`config.mk`:
```
export PLATFORM = sky130hd
export DESIGN_NAME = weight_mem_reader_flat
export DESIGN_NICKNAME = d
export VERILOG_FILES = /design/src/rtl/weight_mem_reader_if.sv /design/src/rtl/weight_mem_reader.sv /design/src/flat_wrapper.sv
export SDC_FILE = /design/constraint.sdc
export NUM_CORES = 1
export LEC_CHECK = 0
export ABC_AREA = 1
export ABC_CLOCK_PERIOD_IN_PS = 3400
export CORE_MARGIN = 3
export CORE_UTILIZATION = 52
export CTS_BUF_LIST = sky130_fd_sc_hd__clkbuf_8
export DETAILED_ROUTE_END_ITERATION = 8
export PLACE_DENSITY = 0.79
export SLEW_MARGIN = 20
export SYNTH_ARGS = -nofsm -noshare
export SYNTH_HDL_FRONTEND = slang
export SYNTH_SLANG_ARGS = --single-unit
```
`constraint.sdc`:
```
create_clock -name clk -period 3.4 [get_ports clk]
set_input_delay 0.68 -clock clk [delete_from_list [all_inputs] [get_ports clk]]
set_output_delay 0.68 -clock clk [all_outputs]
set_load 0.05 [all_outputs]
```
`src/rtl/weight_mem_reader_if.sv`:
```
// Bundle of control, weight-memory read port and output stream signals for weight_mem_reader.
// The reader uses the master modport; memory model and sink use the slave modport.
interface weight_mem_reader_if;
  logic        start;
  logic [11:0] base_addr;
  logic [12:0] count;
  logic        busy;
  logic        done;
  logic [11:0] mem_addrb;
  logic        mem_enb;
  logic        mem_regceb;
  logic [31:0] mem_rdata;
  logic [31:0] m_data;
  logic        m_valid;
  logic        m_ready;

  modport master (
    input  start, base_addr, count, mem_rdata, m_ready,
    output busy, done, mem_addrb, mem_enb, mem_regceb, m_data, m_valid
  );

  modport slave (
    output start, base_addr, count, mem_rdata, m_ready,
    input  busy, done, mem_addrb, mem_enb, mem_regceb, m_data, m_valid
  );
endinterface

```
`src/rtl/weight_mem_reader.sv`:
```
// Burst reader for a 2-cycle-latency weight memory feeding a small registered output FIFO.
// Issues are credit-limited so the FIFO never overflows, with a bubble on half-select changes.
module weight_mem_reader #(
  parameter int unsigned FIFO_DEPTH = 4
) (
  input  logic                clk,
  input  logic                rst,
  weight_mem_reader_if.master bus
);
  localparam int unsigned PtrW = (FIFO_DEPTH > 1) ? $clog2(FIFO_DEPTH) : 1;
  localparam int unsigned CntW = $clog2(FIFO_DEPTH + 1);

  typedef enum logic [1:0] {StIdle, StRun, StDrain, StDone} state_e;

  state_e            state_q, state_d;
  logic              enb_q, enb_d;
  logic [11:0]       addrb_q, addrb_d;
  logic [11:0]       next_addr_q, next_addr_d;
  logic [12:0]       rem_q, rem_d;
  logic [CntW-1:0]   out_cnt_q, out_cnt_d, out_after_pop;
  logic              ret1_q, ret2_q;
  logic [31:0]       fifo_q [FIFO_DEPTH];
  logic [PtrW-1:0]   wr_ptr_q, rd_ptr_q;
  logic [CntW-1:0]   fifo_cnt_q;
  logic              pop, hazard, credit_ok;

  assign bus.m_valid    = (fifo_cnt_q != '0);
  assign bus.m_data     = fifo_q[rd_ptr_q];
  assign bus.mem_enb    = enb_q;
  assign bus.mem_addrb  = addrb_q;
  assign bus.mem_regceb = 1'b1;
  assign bus.busy       = (state_q != StIdle);
  assign bus.done       = (state_q == StDone);

  assign pop           = bus.m_valid & bus.m_ready;
  // Outstanding = issued (in flight or buffered) and not yet popped; one slot per FIFO entry.
  assign out_after_pop = out_cnt_q - CntW'(pop);
  assign credit_ok     = out_after_pop < CntW'(FIFO_DEPTH);
  // Memory picks the half one cycle after issue, so back-to-back issues must share addr[11].
  assign hazard        = enb_q && (next_addr_q[11] != addrb_q[11]);

  always_comb begin
    state_d     = state_q;
    enb_d       = 1'b0;
    addrb_d     = addrb_q;
    next_addr_d = next_addr_q;
    rem_d       = rem_q;
    unique case (state_q)
      StIdle: begin
        if (bus.start) begin
          if (bus.count == 13'd0) begin
            state_d = StDone;
          end else begin
            enb_d       = 1'b1;
            addrb_d     = bus.base_addr;
            next_addr_d = bus.base_addr + 12'd1;
            rem_d       = bus.count - 13'd1;
            state_d     = StRun;
          end
        end
      end
      StRun: begin
        if (rem_q == 13'd0) begin
          state_d = StDrain;
        end else if (credit_ok && !hazard) begin
          enb_d       = 1'b1;
          addrb_d     = next_addr_q;
          next_addr_d = next_addr_q + 12'd1;
          rem_d       = rem_q - 13'd1;
        end
      end
      StDrain: begin
        if (pop && (out_cnt_q == CntW'(1))) state_d = StDone;
      end
      StDone:  state_d = StIdle;
      default: state_d = StIdle;
    endcase
    out_cnt_d = out_after_pop + CntW'(enb_d);
  end

  always_ff @(posedge clk) begin
    if (rst) begin
      state_q     <= StIdle;
      enb_q       <= 1'b0;
      addrb_q     <= '0;
      next_addr_q <= '0;
      rem_q       <= '0;
      out_cnt_q   <= '0;
    end else begin
      state_q     <= state_d;
      enb_q       <= enb_d;
      addrb_q     <= addrb_d;
      next_addr_q <= next_addr_d;
      rem_q       <= rem_d;
      out_cnt_q   <= out_cnt_d;
    end
  end

  // Return pipeline marks the cycle mem_rdata carries an issued word; reset drops in-flight reads.
  always_ff @(posedge clk) begin
    if (rst) begin
      ret1_q     <= 1'b0;
      ret2_q     <= 1'b0;
      wr_ptr_q   <= '0;
      rd_ptr_q   <= '0;
      fifo_cnt_q <= '0;
      for (int unsigned i = 0; i < FIFO_DEPTH; i++) fifo_q[i] <= '0;
    end else begin
      ret1_q <= enb_q;
      ret2_q <= ret1_q;
      if (ret2_q) begin
        fifo_q[wr_ptr_q] <= bus.mem_rdata;
        wr_ptr_q         <= wr_ptr_q + PtrW'(1);
      end
      if (pop) rd_ptr_q <= rd_ptr_q + PtrW'(1);
      fifo_cnt_q <= fifo_cnt_q + CntW'(ret2_q) - CntW'(pop);
    end
  end
endmodule

```
`src/flat_wrapper.sv`:
```
// flat-port wrapper written by rule: the top's interface ports become plain ports
module weight_mem_reader_flat 
#(
  parameter int unsigned FIFO_DEPTH = 4
)
  (clk, rst, bus_start, bus_base_addr, bus_count, bus_mem_rdata, bus_m_ready, bus_busy, bus_done, bus_mem_addrb, bus_mem_enb, bus_mem_regceb, bus_m_data, bus_m_valid);
  weight_mem_reader_if bus_i ();
  input  logic clk;
  input  logic rst;
  input wire logic [$bits(bus_i.start)-1:0] bus_start;
  input wire logic [$bits(bus_i.base_addr)-1:0] bus_base_addr;
  input wire logic [$bits(bus_i.count)-1:0] bus_count;
  input wire logic [$bits(bus_i.mem_rdata)-1:0] bus_mem_rdata;
  input wire logic [$bits(bus_i.m_ready)-1:0] bus_m_ready;
  output wire logic [$bits(bus_i.busy)-1:0] bus_busy;
  output wire logic [$bits(bus_i.done)-1:0] bus_done;
  output wire logic [$bits(bus_i.mem_addrb)-1:0] bus_mem_addrb;
  output wire logic [$bits(bus_i.mem_enb)-1:0] bus_mem_enb;
  output wire logic [$bits(bus_i.mem_regceb)-1:0] bus_mem_regceb;
  output wire logic [$bits(bus_i.m_data)-1:0] bus_m_data;
  output wire logic [$bits(bus_i.m_valid)-1:0] bus_m_valid;
  assign bus_i.start = bus_start;
  assign bus_i.base_addr = bus_base_addr;
  assign bus_i.count = bus_count;
  assign bus_i.mem_rdata = bus_mem_rdata;
  assign bus_i.m_ready = bus_m_ready;
  assign bus_busy = bus_i.busy;
  assign bus_done = bus_i.done;
  assign bus_mem_addrb = bus_i.mem_addrb;
  assign bus_mem_enb = bus_i.mem_enb;
  assign bus_mem_regceb = bus_i.mem_regceb;
  assign bus_m_data = bus_i.m_data;
  assign bus_m_valid = bus_i.m_valid;
  weight_mem_reader #(.FIFO_DEPTH(FIFO_DEPTH)) u_core (.clk(clk), .rst(rst), .bus(bus_i));
endmodule
```
==> results.txt <==
- Final total negative setup slack: 0 ps
- The hold violation count in the final report was 0.
* Endpoint arrival time on the critical path: between 2000 and 2500 ps
* Clock root cell: sky130_fd_sc_hd__clkbuf_8
- IO Port Bufs: around 110
- Number of diodes added for antenna fixing: 0
* Antenna violations before repair: 0
* Routed wire per std cell: about 14 µm
- Setup violations remaining at the end of the flow were counted as 0.
- Post-CTS timing repair inserted 0 buffers for setup.
- Num rows: 47
* Via density per instance: between 5 and 6
* Global-route wire length before repair: between 30 and 40 mm
- The routed layout has about 7300 vias.
- Power spread over the standard cell area amounts to a little under 800 mW/mm².
- Maximum level of the CTS H-tree: 4
- Share of synthesized registers carrying an async set or reset: 0
- The path class of the tightest hold or removal check is reg2reg.
- Cell-by-cell listing of the critical path: inv_1 > buf_4 > o21ai_0 > o22ai_1 > buf_4
- Most frequent CP cell: sky130_fd_sc_hd__buf_4
- Count of TritonRoute iterations in the first routing pass: 6
- Total Power: 8.33 mW
* Total area of multi-input combinational cells: ~0.0033 mm²
- F_max: 345 MHz
- Outcome: finished, final reports clean
- Dividing the final minimum period by the clock period gives 0.852.
- The synthesized design contains 182 register bits.
- TritonCTS built the clock tree.
* CP max stage delay: about 500 ps
* Leftover overflow at the end of global routing: 0
- Share of cells above drive strength 1: 0.113
- Clock latency of the later-clocked register in the worst-skew pair: between 400 and 500 ps
- Worst Max-Slew Pin Slew: about 950 ps
* Static Leakage: 4.43 nW
- Unique cell type count in the Yosys netlist: 35
- In this run, CTS created clock tree buffers numbering 17.
- Buffers inserted to repair hold after CTS numbered 0.
- The tool flagged a number of max-cap violations equal to 0.
- STA classifies the critical path endpoint as a primary output.
- The cell area that synthesis handed to floorplanning was 0.00898 mm².
* Maximum resistive drop on vdd: approximately 520 µV
- Synth Instances: approximately 1100
* Setup Skew: 10.8 ps
- After clock tree synthesis, the clock-pin slew on the worst setup and hold paths is 90 ps.
- Average cell area after synthesis: ~8.3 µm²
- Maximum count of clock buffers along a single path: 2
- The worst pin sits at a relative slew slack of 0.365.
- Of the synthesized area, sequential elements account for 0.548.
- Fill cell total of the finished layout: ~1400
- Summed over all layers, the routed wires come to about 20 mm.
- Yosys printed 0 warnings.
- The number of global-route vias before repair is approximately 7000.
- The worst path in the final design needs a cycle of roughly 2900 ps, including I/O delays and setup.
- The core region is 0.0168 mm².
- Setup Crit Path Kind: reg2out
* Horizontal extent of the die: about 140 µm
- Counting every net in the synthesized netlist gives around 1200.
- Vert. Die Dim: around 140 µm
- In the synthesized netlist the dominant register cell turns out to be sky130_fd_sc_hd__edfxtp_1.
* Data required time of the critical path: 2720 ps
- Largest net degree at the start of global routing: 43
- Along the worst path, the maximum fanout reaches 27.
- Final net count: 1255
- Synth-to-Final Area Change: 18.3%
- CTS sink cnt: approximately 180
* DRC violations left: 0
- Cells resized by post-CTS repair: 0
- For this design, the slowest cell found on the critical path is sky130_fd_sc_hd__dfxtp_1.
- The detail route stage leaves a number of antenna-violating nets equal to 0.
- EDFF count, synth: approximately 130
- Reg-to-Reg Start: u_core.state_q[1]
- Detailed placement HPWL: roughly 13 mm
- In this design, the largest share of critical-path delay is due to buffers and inverters.
- Setup repair after global routing left no endpoint under its margin.
- During I/O placement, the number of pins put on the boundary was 110.
- The critical path contains buffers and inverters numbering 3 combined.
- Critical path startpoint category: register
* Routability cong.: between 0.8 and 0.9
- Initial standard-cell utilization of the core: 0.536
- Global routing usage summed across all routing layers: 0.219
- In this run the most critical hold path is launched from u_core.ret1_q.
- Area used by sequential logic in the layout: just under 0.005 mm²
- Die outline area: about 0.019 mm²
- Iteration-0 DRC Markers: just under 500
* Total count of max-transition violations in the final report: 0
## report_power, final
part	internal [mW]	total (mW)	leakage [nW]	switching (mW)
logic	1.17	3.80	2.45	2.63
registers	2.72	2.93	1.77	0.215
clock network	0.806	1.60	0.212	0.792
total	4.69	8.33	4.43	3.64
## worst min-delay path: cells and delay by family (launching register included)
family	cells	cell delay [ps]
buffers and inverters	1	50
DFF	1	310
and+or+nand+nor	1	30
## logic make-up (layout without fill, tap and decap cells)
| group | after synthesis | after routing | synth area share |
|---|---|---|---|
| adder cells (fa/ha/maj) | 14 | 14 | 0.0203 |
| XOR/XNOR | 7 | 7 | 0.00683 |
| buffers and inverters | 190 | 301 | 0.0910 |
| other | 1 | 1 | 0.000418 |
| flip-flops | 182 | 182 | 0.548 |
| AO/OA/AOI/OAI | 146 | 146 | 0.0862 |
| AND/OR/NAND/NOR | 542 | 542 | 0.247 |
## registers in the layout (all words and copies together) (netlist names), named ones only
signal / cells
u_core.fifo_cnt_q: 3
u_core.bus.mem_addrb: 12
u_core.fifo_q: 128
u_core.state_q: 2
u_core.wr_ptr_q: 2
u_core.rd_ptr_q: 2
u_core.out_cnt_q: 3
u_core.rem_q: 13
u_core.ret1_q: 1
u_core.next_addr_q: 12
u_core.ret2_q: 1
u_core.bus.mem_enb: 1
## worst paths after layout
check	end	slack (ps)	cells after the start
worst min-delay path	u_core.ret2_q	420	2
worst min register to register	u_core.ret2_q	420	2
worst max register to register	u_core.rem_q[8]	860	12
worst max-delay path	bus_m_data[1]	500	5
## cells in the mapped netlist (3+ instances only)
library cell	instances	area [µm²]
sky130_fd_sc_hd__a21oi_1	14	70.1
sky130_fd_sc_hd__buf_1	5	18.8
sky130_fd_sc_hd__buf_2	5	25.0
sky130_fd_sc_hd__buf_4	6	45.0
sky130_fd_sc_hd__buf_6	6	67.6
sky130_fd_sc_hd__clkbuf_1	28	105
sky130_fd_sc_hd__dfxtp_1	54	1080
sky130_fd_sc_hd__edfxtp_1	128	3840
sky130_fd_sc_hd__ha_1	13	163
sky130_fd_sc_hd__inv_1	132	495
sky130_fd_sc_hd__inv_2	4	15.0
sky130_fd_sc_hd__nand2_1	176	661
sky130_fd_sc_hd__nand2_2	21	131
sky130_fd_sc_hd__nand3_1	21	105
sky130_fd_sc_hd__nand3_2	3	30.0
sky130_fd_sc_hd__nand4_1	3	18.8
sky130_fd_sc_hd__nor2_1	298	1120
sky130_fd_sc_hd__nor2_2	10	62.6
sky130_fd_sc_hd__nor2_4	4	45.0
sky130_fd_sc_hd__o21ai_0	78	390
sky130_fd_sc_hd__o21ai_1	21	105
sky130_fd_sc_hd__o22ai_1	32	200
sky130_fd_sc_hd__xor2_1	5	43.8
## final cells by class
type,count,area share
clock buffers,17,0.0220
inverters,138,0.0495
repair buffers,131,0.112
multi-input cells,710,0.308
well taps,220,0.0259
clock inverters,15,0.0189
flip-flops and latches,182,0.464
## per-stage QoR
stage | instances | hold WS, ps | utilization | setup WS, ps | area (µm²)
final | 1413 | 422 | 0.634 | 502 | 10600
after global routing | 1413 | 450 | 0.634 | 373 | 10600
after CTS | 1413 | 423 | 0.634 | 517 | 10600
after detailed placement | 1381 | 404 | 0.608 | 439 | 10200
after global placement | 1381 | 403 | 0.608 | 506 | 10200
after floorplan | 1082 | 388 | - | 106 | 8980
## metal layers
layer  GRT usage  part of all wire  vias up
li1            -                 -     3641
met3      0.0394             0.062       32
met1       0.287              0.42     3419
met5           0                 0        -
met2       0.367              0.50      256
met4      0.0737             0.017        0
## placed cells by master (no fill, tap or decap), types with 5 or more instances in the layout
master / n
sky130_fd_sc_hd__o21ai_1: 21
sky130_fd_sc_hd__dfxtp_1: 53
sky130_fd_sc_hd__ha_1: 13
sky130_fd_sc_hd__nor2_1: 298
sky130_fd_sc_hd__buf_4: 54
sky130_fd_sc_hd__nand3_1: 21
sky130_fd_sc_hd__nand2_1: 176
sky130_fd_sc_hd__inv_1: 132
sky130_fd_sc_hd__o22ai_1: 32
sky130_fd_sc_hd__a21oi_1: 14
sky130_fd_sc_hd__clkdlybuf4s50_1: 76
sky130_fd_sc_hd__nand2_2: 21
sky130_fd_sc_hd__nor2_2: 10
sky130_fd_sc_hd__edfxtp_1: 128
sky130_fd_sc_hd__clkbuf_8: 17
sky130_fd_sc_hd__xor2_1: 5
sky130_fd_sc_hd__o21ai_0: 75
No activity file was read; power rests on OpenSTA's default activity.
